### config.mk
export PLATFORM = sky130hd
export DESIGN_NAME = seg_scan_driver
export DESIGN_NICKNAME = d
export VERILOG_FILES = /design/src/rtl/seg_pkg.sv /design/src/rtl/bin_to_bcd_seq.sv /design/src/rtl/seg_scan_driver.sv
export SDC_FILE = /design/constraint.sdc
export NUM_CORES = 1
export LEC_CHECK = 0
export CELL_PAD_IN_SITES_DETAIL_PLACEMENT = 1
export CELL_PAD_IN_SITES_GLOBAL_PLACEMENT = 1
export CORE_ASPECT_RATIO = 1.75
export CORE_MARGIN = 10
export CORE_UTILIZATION = 49
export DETAILED_ROUTE_END_ITERATION = 8
export GPL_ROUTABILITY_DRIVEN = 0
export PLACE_DENSITY = 0.89
export SLEW_MARGIN = 40
export SYNTH_ARGS = -nofsm -noshare
export SYNTH_HDL_FRONTEND = slang
export SYNTH_SLANG_ARGS = --single-unit
### constraint.sdc
create_clock -name clk -period 7.8 [get_ports clk]
set_clock_uncertainty 0.2 [all_clocks]
set_input_delay 1.56 -clock clk [delete_from_list [all_inputs] [get_ports clk]]
set_output_delay 1.56 -clock clk [all_outputs]
set_load 0.005 [all_outputs]
### src/rtl/seg_pkg.sv
// rtl/seg_pkg.sv - shared types, glyph table and segment constants for the seven-segment scan driver
// Contents:
//   state_t    conversion FSM state (IDLE, CONVERT, COMMIT)
//   SEG_BLANK  all segments off (active-low)
//   SEG_DASH   only segment g lit (active-low)
//   glyph()    nibble to active-low {g,f,e,d,c,b,a} pattern
package seg_pkg;

    typedef enum logic [1:0] {
        ST_IDLE,
        ST_CONVERT,
        ST_COMMIT
    } state_t;

    localparam logic [6:0] SEG_BLANK = 7'h7F;
    localparam logic [6:0] SEG_DASH  = 7'h3F;

    // A decimal display register can never legally hold a nibble above 9;
    // should one appear, show a dash rather than a misleading hex letter.
    function automatic logic [6:0] glyph(input logic [3:0] digit, input logic hex);
        logic [6:0] g;
        case (digit)
            4'h0:    g = 7'h40;
            4'h1:    g = 7'h79;
            4'h2:    g = 7'h24;
            4'h3:    g = 7'h30;
            4'h4:    g = 7'h19;
            4'h5:    g = 7'h12;
            4'h6:    g = 7'h02;
            4'h7:    g = 7'h78;
            4'h8:    g = 7'h00;
            4'h9:    g = 7'h10;
            4'hA:    g = 7'h08;
            4'hB:    g = 7'h03;
            4'hC:    g = 7'h46;
            4'hD:    g = 7'h21;
            4'hE:    g = 7'h06;
            default: g = 7'h0E;
        endcase
        if (!hex && digit > 4'd9) begin
            g = SEG_DASH;
        end
        return g;
    endfunction

endpackage

### src/rtl/bin_to_bcd_seq.sv
// rtl/bin_to_bcd_seq.sv - sequential double-dabble binary to BCD converter with hex pass-through
// Ports:
//   clk, rst_n  clock, asynchronous active-low reset
//   start       one-cycle pulse: capture din and hex_mode, begin conversion
//   din         binary value
//   hex_mode    1 = digits are raw nibbles of din, 0 = decimal conversion
//   done        high during the cycle whose closing edge performs the final shift
//   bcd         NUM_DIGITS packed 4-bit digits, digit 0 in the low nibble
//   ovf         value does not fit in NUM_DIGITS digits (sticky per conversion)
module bin_to_bcd_seq #(
    parameter int DATA_W     = 16,
    parameter int NUM_DIGITS = 4
) (
    input  logic                    clk,
    input  logic                    rst_n,
    input  logic                    start,
    input  logic [DATA_W-1:0]       din,
    input  logic                    hex_mode,
    output logic                    done,
    output logic [4*NUM_DIGITS-1:0] bcd,
    output logic                    ovf
);

    localparam int BW = 4 * NUM_DIGITS;
    localparam int WW = (DATA_W > BW) ? DATA_W : BW;
    localparam int CW = $clog2(DATA_W);

    logic [DATA_W-1:0] sreg;
    logic [BW-1:0]     bcd_r;
    logic [BW-1:0]     adj;
    logic [WW-1:0]     din_w;
    logic [CW-1:0]     cnt;
    logic              running;
    logic              hex_r;
    logic              ovf_r;

    assign din_w = WW'(din);
    assign done  = running && (cnt == CW'(DATA_W - 1));
    assign bcd   = bcd_r;
    assign ovf   = ovf_r;

    always_comb begin
        adj = bcd_r;
        for (int i = 0; i < NUM_DIGITS; i++) begin
            if (bcd_r[4*i +: 4] >= 4'd5) begin
                adj[4*i +: 4] = bcd_r[4*i +: 4] + 4'd3;
            end
        end
    end

    // Hex results are loaded at start; the counter still runs DATA_W cycles
    // so both modes complete with identical latency.
    always_ff @(posedge clk or negedge rst_n) begin
        if (!rst_n) begin
            sreg    <= '0;
            bcd_r   <= '0;
            cnt     <= '0;
            running <= 1'b0;
            hex_r   <= 1'b0;
            ovf_r   <= 1'b0;
        end else if (start) begin
            sreg    <= din;
            cnt     <= '0;
            running <= 1'b1;
            hex_r   <= hex_mode;
            if (hex_mode) begin
                bcd_r <= din_w[BW-1:0];
                ovf_r <= |(din_w >> BW);
            end else begin
                bcd_r <= '0;
                ovf_r <= 1'b0;
            end
        end else if (running) begin
            cnt  <= cnt + 1'b1;
            sreg <= sreg << 1;
            if (!hex_r) begin
                // A 1 leaving the top digit means the value needs another digit.
                bcd_r <= {adj[BW-2:0], sreg[DATA_W-1]};
                ovf_r <= ovf_r | adj[BW-1];
            end
            if (done) begin
                running <= 1'b0;
            end
        end
    end

endmodule

### src/rtl/seg_scan_driver.sv
// rtl/seg_scan_driver.sv - multiplexed seven-segment driver with decimal/hex conversion and commit
// Ports:
//   clk, rst_n  clock, asynchronous active-low reset
//   num         binary value to display
//   load        one-cycle request to capture num (ignored while busy)
//   hex_mode    sampled with load: 1 = hex, 0 = decimal
//   blank_lz    live: blank leading zero digits (digit 0 always shown)
//   busy        conversion in progress
//   an          active-low one-hot digit enables, an[0] = rightmost digit
//   seg         active-low segments {g,f,e,d,c,b,a}
//   ovf         displayed value does not fit; all digits show a dash
module seg_scan_driver
    import seg_pkg::*;
#(
    parameter int NUM_DIGITS  = 4,
    parameter int DATA_W      = 16,
    parameter int REFRESH_DIV = 100000
) (
    input  logic                  clk,
    input  logic                  rst_n,
    input  logic [DATA_W-1:0]     num,
    input  logic                  load,
    input  logic                  hex_mode,
    input  logic                  blank_lz,
    output logic                  busy,
    output logic [NUM_DIGITS-1:0] an,
    output logic [6:0]            seg,
    output logic                  ovf
);

    localparam int BW = 4 * NUM_DIGITS;
    localparam int PW = $clog2(REFRESH_DIV);
    localparam int IW = $clog2(NUM_DIGITS);

    state_t        state;
    logic          run;
    logic [BW-1:0] disp;
    logic          disp_hex;
    logic          conv_hex;
    logic [PW-1:0] pre;
    logic [IW-1:0] idx;

    logic          start;
    logic          conv_done;
    logic [BW-1:0] conv_bcd;
    logic          conv_ovf;
    logic [3:0]    digit;
    logic          lead_zero;

    // run stays low through the first edge after reset release, so that edge
    // can neither accept a load nor light a digit.
    assign start = run && (state == ST_IDLE) && load;

    bin_to_bcd_seq #(
        .DATA_W     (DATA_W),
        .NUM_DIGITS (NUM_DIGITS)
    ) u_conv (
        .clk      (clk),
        .rst_n    (rst_n),
        .start    (start),
        .din      (num),
        .hex_mode (hex_mode),
        .done     (conv_done),
        .bcd      (conv_bcd),
        .ovf      (conv_ovf)
    );

    always_ff @(posedge clk or negedge rst_n) begin
        if (!rst_n) begin
            state    <= ST_IDLE;
            run      <= 1'b0;
            busy     <= 1'b0;
            ovf      <= 1'b0;
            disp     <= '0;
            disp_hex <= 1'b0;
            conv_hex <= 1'b0;
        end else begin
            run <= 1'b1;
            case (state)
                ST_IDLE: begin
                    if (start) begin
                        state    <= ST_CONVERT;
                        busy     <= 1'b1;
                        conv_hex <= hex_mode;
                    end
                end
                ST_CONVERT: begin
                    if (conv_done) begin
                        state <= ST_COMMIT;
                    end
                end
                ST_COMMIT: begin
                    disp     <= conv_bcd;
                    ovf      <= conv_ovf;
                    disp_hex <= conv_hex;
                    busy     <= 1'b0;
                    state    <= ST_IDLE;
                end
                default: begin
                    state <= ST_IDLE;
                    busy  <= 1'b0;
                end
            endcase
        end
    end

    always_ff @(posedge clk or negedge rst_n) begin
        if (!rst_n) begin
            pre <= '0;
            idx <= '0;
        end else if (pre == PW'(REFRESH_DIV - 1)) begin
            pre <= '0;
            idx <= (idx == IW'(NUM_DIGITS - 1)) ? '0 : idx + 1'b1;
        end else begin
            pre <= pre + 1'b1;
        end
    end

    // A digit is a leading zero when it and every digit above it are zero.
    assign digit     = disp[{idx, 2'b00} +: 4];
    assign lead_zero = ((disp >> {idx, 2'b00}) == '0);

    always_comb begin
        an  = '1;
        seg = SEG_BLANK;
        if (run) begin
            an = ~(NUM_DIGITS'(1) << idx);
            if (ovf) begin
                seg = SEG_DASH;
            end else if (blank_lz && (idx != '0) && lead_zero) begin
                seg = SEG_BLANK;
            end else begin
                seg = glyph(digit, disp_hex);
            end
        end
    end

endmodule

After elaboration in Yosys (flattened, before gate mapping)
Memories as Yosys holds them, arrays and structs flattened.
Index checks and enable logic that the tools add are counted.
{ "word_totals": {"mem_count": 1, "reg_bits": 81, "mem_bits_ro": 112} }
{ "op_classes": {"n_addsub": 7, "n_lt_le_gt_ge": 5, "shifts": 3, "mux": 30, "n_eq_ne": 8, "bitwise_logic": 3, "n_reduce_logical": 15} }
{ "memory_table": {"columns": ["name", "depth", "width", "read_ports", "rd_clocked_by_memory_dff", "wr", "line_no", "source"], "rows": [
  ["(no name shown)", 16, 7, 1, 0, 0, "seg_pkg.sv:22", "case (digit)"]
]} }
{ "ops": {"columns": ["op", "n"], "rows": [
  ["$mux 16", 6],
  ["$mux 4", 7],
  ["$mux 7", 4],
  ["$add 17x1->17 const B", 1],
  ["$eq 17x17->1 const B", 1],
  ["$mux 17", 1],
  ["$add 4x2->4 const B", 4],
  ["$ge 4x3->1 const B", 4],
  ["$logic_not 16->1", 1],
  ["$shiftx 16x5->4", 1],
  ["$shr 16x4->16", 1],
  ["$reduce_and 2->1", 4],
  ["$mux 1", 7],
  ["$logic_and 1x1->1", 6],
  ["$mux 2", 3],
  ["$ne 2x2->1 const B", 3],
  ["$add 4x1->4 const B", 1],
  ["$eq 2x2->1 const B", 2],
  ["$eq 4x4->1 const B", 1],
  ["$gt 4x4->1 const B", 1],
  ["$not 4->4", 1],
  ["$pmux 2 s2", 1],
  ["$reduce_bool 2->1", 2],
  ["$shl 1x2->4 const A", 1],
  ["7 further kinds", 7]
]} }

Depth between registers and ports, before layout
Gate-level depths: netlist of the first run.
{ "logic_depth": {"ltp_word": 7, "mapped_depth": 9, "depth_no_buf": 8} }

Hierarchy
Synthesis of the first run repeated with hierarchy kept, for this count alone.
{ "unflattened": {"cells_unflattened": 431, "area_unflattened_um2": 4430.5} }
{ "modules_own_cells": {"columns": ["module", "area_per_inst_um2", "seq_area_each_um2", "cells_each", "n_inst"], "rows": [
  ["seg_scan_driver", 2278.4, 1051.0, 207, 1],
  ["bin_to_bcd_seq", 2152.1, 975.9, 224, 1]
]} }

Worst setup path after synthesis of the first run
No wires, ideal clock.
{ "synth_timing": {"kind": "input-to-output", "from": "input port blank_lz", "to": "output port seg[1]", "cell_stages": 5, "setup_slack_ns": 3.692, "t_required_ns": 6.040, "t_arrival_ns": 2.348, "n_path_buf": 0, "path_cell_list": "nor4b_1 > nand2_1 > a211o_1 > and4b_4 > o311ai_1"} }
{ "synth_via": {"elab_chain_cells": 5} }
{ "synth_rtl": {"columns": ["element", "line_no", "source"], "rows": [
  ["start, declared", "seg_scan_driver.sv:24", "input logic blank_lz,"],
  ["$logic_and 1x1->1 (2 in a row)", "seg_scan_driver.sv:130", "end else if (blank_lz && (idx != '0) && lead_zero) begin"],
  ["$mux 7", "seg_scan_driver.sv:130", null],
  ["$mux 7", "seg_scan_driver.sv:128", "if (ovf) begin"],
  ["$mux 7", "seg_scan_driver.sv:126", "if (run) begin"],
  ["end, declared", "seg_scan_driver.sv:27", "output logic [6:0] seg,"]
]} }
Every way passes these cells.

Worst setup path after layout of the first run
Ends and elaborated chain as after synthesis.

==> impl_metrics.ini, run 1 <==
[setup_path]
cp-start-kind = input port
endpoint = seg[1]
crit_type = in -> out
r2r-end = u_conv.bcd[3]
ff2ff_setup_slack_ps = 5220
crit_arrival_ps = 3450
crit_start = blank_lz
worst_ep_required_time_ps = 6040
cp_max_fo = 6
reg2regPathDepth = 5
worstReg2RegStart = run
worst_setup_path_end_kind = output port

[final_layout]
layout_commonest_cell = dfrtp_1
drive_gt1_share_pct = 8.58
final_cell_mix = 80 x dfrtp_1, 53 x nand2_1, 42 x o21ai_0
fin_cells = 583
syn_to_final_growth_pct = 16.2
post-route-util_pct = 58.0
layout.nets = 502
antennaDiodeCount = 0

[logic_synthesis]
synth_warnings = 0
synthFlopType = dfrtp_1
synthCells = 438
synth_area_sq_um = 4330
synth_edf_count = 0
yosys_register_bits = 81
syn_nets = 479
synth_seq_area_share_pct = 46.9
async_flop_share_pct = 100
synth_cell_type_count = 47
synth.avg_cell_area_sq_um = 9.88

[global_routing]
grt_max_degree = 82
grt_pass1_vias = 3838
top_usage_layer = met2
grt_antenna_before_repair = 0
gr-total-overflow = 0
use_met1_pct = 17.4
met2_usage_pct = 32.1
grt_pass1_wl_microns = 18400
met3_usage_pct = 3.84
track_usage_pct = 17.2

[routing]
dr.first_iter.drc_count = 181
wl_microns = 10700
wire_per_inst_microns = 18.4
dr.pass1.iters = 4
vias = 3359
avgViaCountPerCell = 5.76
post-route-drc-count = 0
postRouteAntennaNets = 0

[clock_tree]
h-tree-depth = 3
clock_latency_ps = 340
cts_num_sinks = 81
path_clk_slew_ps = 50
ctsHoldBuffers = 0
cts_buffer_depth = 2
cts-root-buf = clkbuf_16
numCtsBuffers = 9
post_cts_resized = 0
cts_tree = yes
cts_setup_buffers = 0

[place]
port_buffers = 33
pre_cts_slack_ps = 2590
dp_cells = 567
hpwl_microns = 7720

[job]
maxCapViolCount = 0

[timing]
tns_ps = 0
fin_crit_ps = 5210
setup_violations = 0
fmax_mhz = 192
max_slew.worst_pin.slew_ps = 725
slew_violations = 0
relSlewSlack_pct = 51.6
finalCritPeriodShare_pct = 66.8
hold_violations = 0
setup_slack_ps = 2590
rsz0062_at_grt = no

[floorplanning]
die_area_sq_um = 13100
die_height_microns = 144
core_sq_um = 8670
io_pins = 34
die_w_microns = 91.0
num_rows = 45
start_util_pct = 49.9

[run_status]
status = finished clean

[power_and_ir_drop]
vdd_drop_max_uv = 207
power.total_uw = 1710
power_density_nw_per_um2 = 341
cellLeakagePower_uw = 0.00222

[worst_hold_path]
hold_class = reg -> reg
worst max-delay path, cell delays in order:
cell and delay [ps]:
clkdlybuf4s50_1 450, nor4b_1 230, nand2_1 80, a211o_1 250
and4b_4 220, o311ai_1 100, clkdlybuf4s50_1 570
per-stage QoR:
stage	hold WS, ps	area [sq um]
after floorplan	242	4330
after global placement	262	4710
after detailed placement	275	4720
after CTS	299	5020
after global routing	322	5020
final	290	5020
worst min-delay path by stage:
stage                   from  endpoint  slack [ps]  cells past startpoint
floorplan            disp[1]   disp[1]         240                      2
global placement    conv_hex  conv_hex         260                      1
detailed placement      busy      busy         270                      1
CTS                     busy      busy         300                      1
global route            busy      busy         320                      1
finish                  busy      busy         290                      1
report_power, final:
group / internal [uW] / total [uW] / switching (uW) / leakage (uW)
clock network: 274 / 432 / 158 / 0.000153
logic: 287 / 614 / 327 / 0.00103
registers: 540 / 665 / 125 / 0.00104
flip-flops by register name, summed over array words and instances, names as in the netlist, 2 cells and up:
signal       count
disp            16
idx              2
pre             17
state            2
u_conv.bcd      16
u_conv.cnt       4
u_conv.sreg     16
synth_stat cells, types with 4 or more instances:
master	instances	area share (%)
xnor2_1	13	2.6
inv_1	17	1.5
nor4_1	5	0.72
a32oi_1	4	0.81
o21ai_0	43	5.0
mux2_2	13	3.4
buf_2	5	0.58
mux2i_1	23	5.3
a31oi_1	9	1.3
nand2b_1	6	0.87
nor3b_1	4	0.69
o211ai_1	5	0.87
dfrtp_1	81	47
nand3_1	21	2.4
buf_1	5	0.43
nor2_1	31	2.7
nor3_1	5	0.58
ha_1	20	5.8
nand4_1	6	0.87
and3_1	5	0.72
xor2_1	9	1.8
a21oi_1	12	1.4
nand2_1	53	4.6
clkbuf_1	10	0.87
logic make-up (layout without fill, tap and decap cells):
logic type               Yosys count  count (layout)  share of synthesized area, %
multiplexers                      40              40                          10.9
buffers and inverters             40              68                          3.96
other                              1               1                        0.0867
flip-flops                        81              81                          46.9
XOR/XNOR                          22              22                          4.45
adder cells (fa/ha/maj)           20              20                          5.79
AND/OR/NAND/NOR                  146             146                          15.9
AO/OA/AOI/OAI                     88              88                          12.1
per-layer routing:
layer	wire length (microns)	vias to the layer above	part of all wire [%]
met3	419	23	3.9
met5	0	-	0
met2	5860	74	55
li1	-	1581	-
met4	292	0	2.7
met1	4150	1681	39
area by class of cell:
class | instances | area (sq um)
Inverter | 17 | 63.8
Clock buffer | 14 | 274
Multi-Input combinational cell | 317 | 2130
Clock inverter | 2 | 35.0
Timing Repair Buffer | 35 | 347
Fill cell | 993 | 3650
Tap cell | 117 | 146
Sequential cell | 81 | 2030
(Power assumes the default switching activity.)
==> run 2, diff against run 1 <==
--- a/config.mk
+++ b/config.mk
@@ -9,10 +9,10 @@
 export CELL_PAD_IN_SITES_GLOBAL_PLACEMENT = 1
 export CORE_ASPECT_RATIO = 1.75
 export CORE_MARGIN = 10
-export CORE_UTILIZATION = 49
+export CORE_UTILIZATION = 41
 export DETAILED_ROUTE_END_ITERATION = 8
 export GPL_ROUTABILITY_DRIVEN = 0
-export PLACE_DENSITY = 0.89
+export PLACE_DENSITY = 0.79
 export SLEW_MARGIN = 40
 export SYNTH_ARGS = -nofsm -noshare
 export SYNTH_HDL_FRONTEND = slang
==> constraint.sdc (replaced) <==
create_clock -name clk -period 4.75 [get_ports clk]
set_clock_uncertainty 0.2 [all_clocks]
set_input_delay 0.95 -clock clk [delete_from_list [all_inputs] [get_ports clk]]
set_output_delay 0.95 -clock clk [all_outputs]
set_load 0.005 [all_outputs]
==> impl_metrics.ini, run 2 (synthesis gave the netlist of run 1 again) <==
[final_layout]
largest_register_ffs = 17
top_register = pre
fin_cells = 595
final_cell_mix = 80 x dfrtp_1, 53 x nand2_1, 42 x o21ai_0
layout.nets = 504
layout_commonest_cell = dfrtp_1
drive_gt1_share_pct = 9.40
antennaDiodeCount = 0
syn_to_final_growth_pct = 17.6

[floorplanning]
die_w_microns = 97.6
io_pins = 34
die_height_microns = 156
core_sq_um = 10300
die_area_sq_um = 15200
num_rows = 49
start_util_pct = 42.0

[routing]
dr.first_iter.drc_count = 114
wl_microns = 10400
vias = 3276
postRouteAntennaNets = 0
avgViaCountPerCell = 5.51
post-route-drc-count = 0
wire_per_inst_microns = 17.5
dr.pass1.iters = 4

[timing]
relSlewSlack_pct = 50.6
max_slew.worst_pin.slew_ps = 741
slew_violations = 0
rsz0062_at_grt = no
finalCritPeriodShare_pct = 92.9
tns_ps = 0
fin_crit_ps = 4420
setup_slack_ps = 335
hold_violations = 0
setup_violations = 0
whs_ps = 297
fmax_mhz = 227

[power_and_ir_drop]
vdd_drop_max_uv = 304
power_density_nw_per_um2 = 568
cellLeakagePower_uw = 0.00225
power.total_uw = 2890

[job]
maxCapViolCount = 0

[worst_hold_path]
hold_depth = 1
hold_class = reg -> reg
min_from = conv_hex
holdPathEnd = conv_hex

[clock_tree]
ctsHoldBuffers = 0
h-tree-depth = 3
path_clk_slew_ps = 60
cts_setup_buffers = 0
post_cts_resized = 0
numCtsBuffers = 9
clock_latency_ps = 340
cts-root-buf = clkbuf_16
cts_buffer_depth = 2
cts_tree = yes
cts_num_sinks = 81

[global_routing]
met2_usage_pct = 25.7
gr-total-overflow = 0
top_usage_layer = met2
grt_pass1_vias = 3673
use_met1_pct = 15.2
grt_antenna_before_repair = 0
grt_pass1_wl_microns = 17900
track_usage_pct = 14.1
met3_usage_pct = 2.97
grt_max_degree = 82

[place]
dp_cells = 579
port_buffers = 33
hpwl_microns = 7690
pre_cts_slack_ps = 672

[setup_path]
cp-start-kind = flop
worstReg2RegStart = pre[12]
worst_ep_required_time_ps = 3600
crit_type = reg -> out
cp_max_fo = 11
crit_arrival_ps = 3270
reg2regPathDepth = 5
worst_setup_path_end_kind = output port
r2r-end = idx[0]
ff2ff_setup_slack_ps = 2480

[run_status]
status = finished clean
## run 2: cell types whose count changed in the layout (fill, tap and decap cells not counted)
cell and change:
clkinv_2 +2, bufinv_16 +2, clkbuf_8 -2, buf_4 +2, clkbuf_1 -2
## run 2: worst max path at each step
stage | start | end | slack [ps] | depth (start not counted)
2_1_floorplan | idx[0] | seg[2] | 1540 | 9
3_3_place_gp | idx[0] | seg[1] | 790 | 8
3_5_place_dp | idx[0] | seg[1] | 670 | 8
4_1_cts | idx[0] | seg[1] | 300 | 8
5_1_grt | idx[0] | seg[5] | 160 | 8
6_report | idx[0] | seg[1] | 330 | 8
## run 2: power breakdown
group          switching (uW)  internal [uW]
Sequential                203            887
Clock                     273            525
Combinational             522            479
Total                     998           1890
## run 2: stage by stage
step | cell area (sq um) | utilization (%)
global placement | 4740 | 46.0
global route | 5090 | 49.4
detailed placement | 4740 | 46.1
floorplan | 4330 | -
CTS | 5090 | 49.4
finish | 5090 | 49.4
## run 2: area by class of cell
cell class / instances / area, sq um
well taps: 127 / 159
clock inverters: 6 / 105
flip-flops and latches: 81 / 2030
clock buffers: 10 / 239
multi-input cells: 317 / 2130
fillers: 1166 / 5210
repair buffers: 37 / 362
inverters: 17 / 63.8
## run 2: layer usage
| layer | vias up | routed length [microns] | share of wire, % |
|---|---|---|---|
| met4 | 0 | 259 | 2.5 |
| met1 | 1623 | 4240 | 41 |
| met3 | 18 | 349 | 3.3 |
| met2 | 56 | 5570 | 53 |
| li1 | 1579 | - | - |
| met5 | - | 0 | 0 |
## run 2: critical path, cell delays in order (launching register included)
cell and delay [ps]:
dfrtp_1 630, mux4_1 690, inv_1 180, ha_1 230
nand2_1 70, a211o_1 260, and4b_4 220, o311ai_1 90
clkdlybuf4s50_1 560
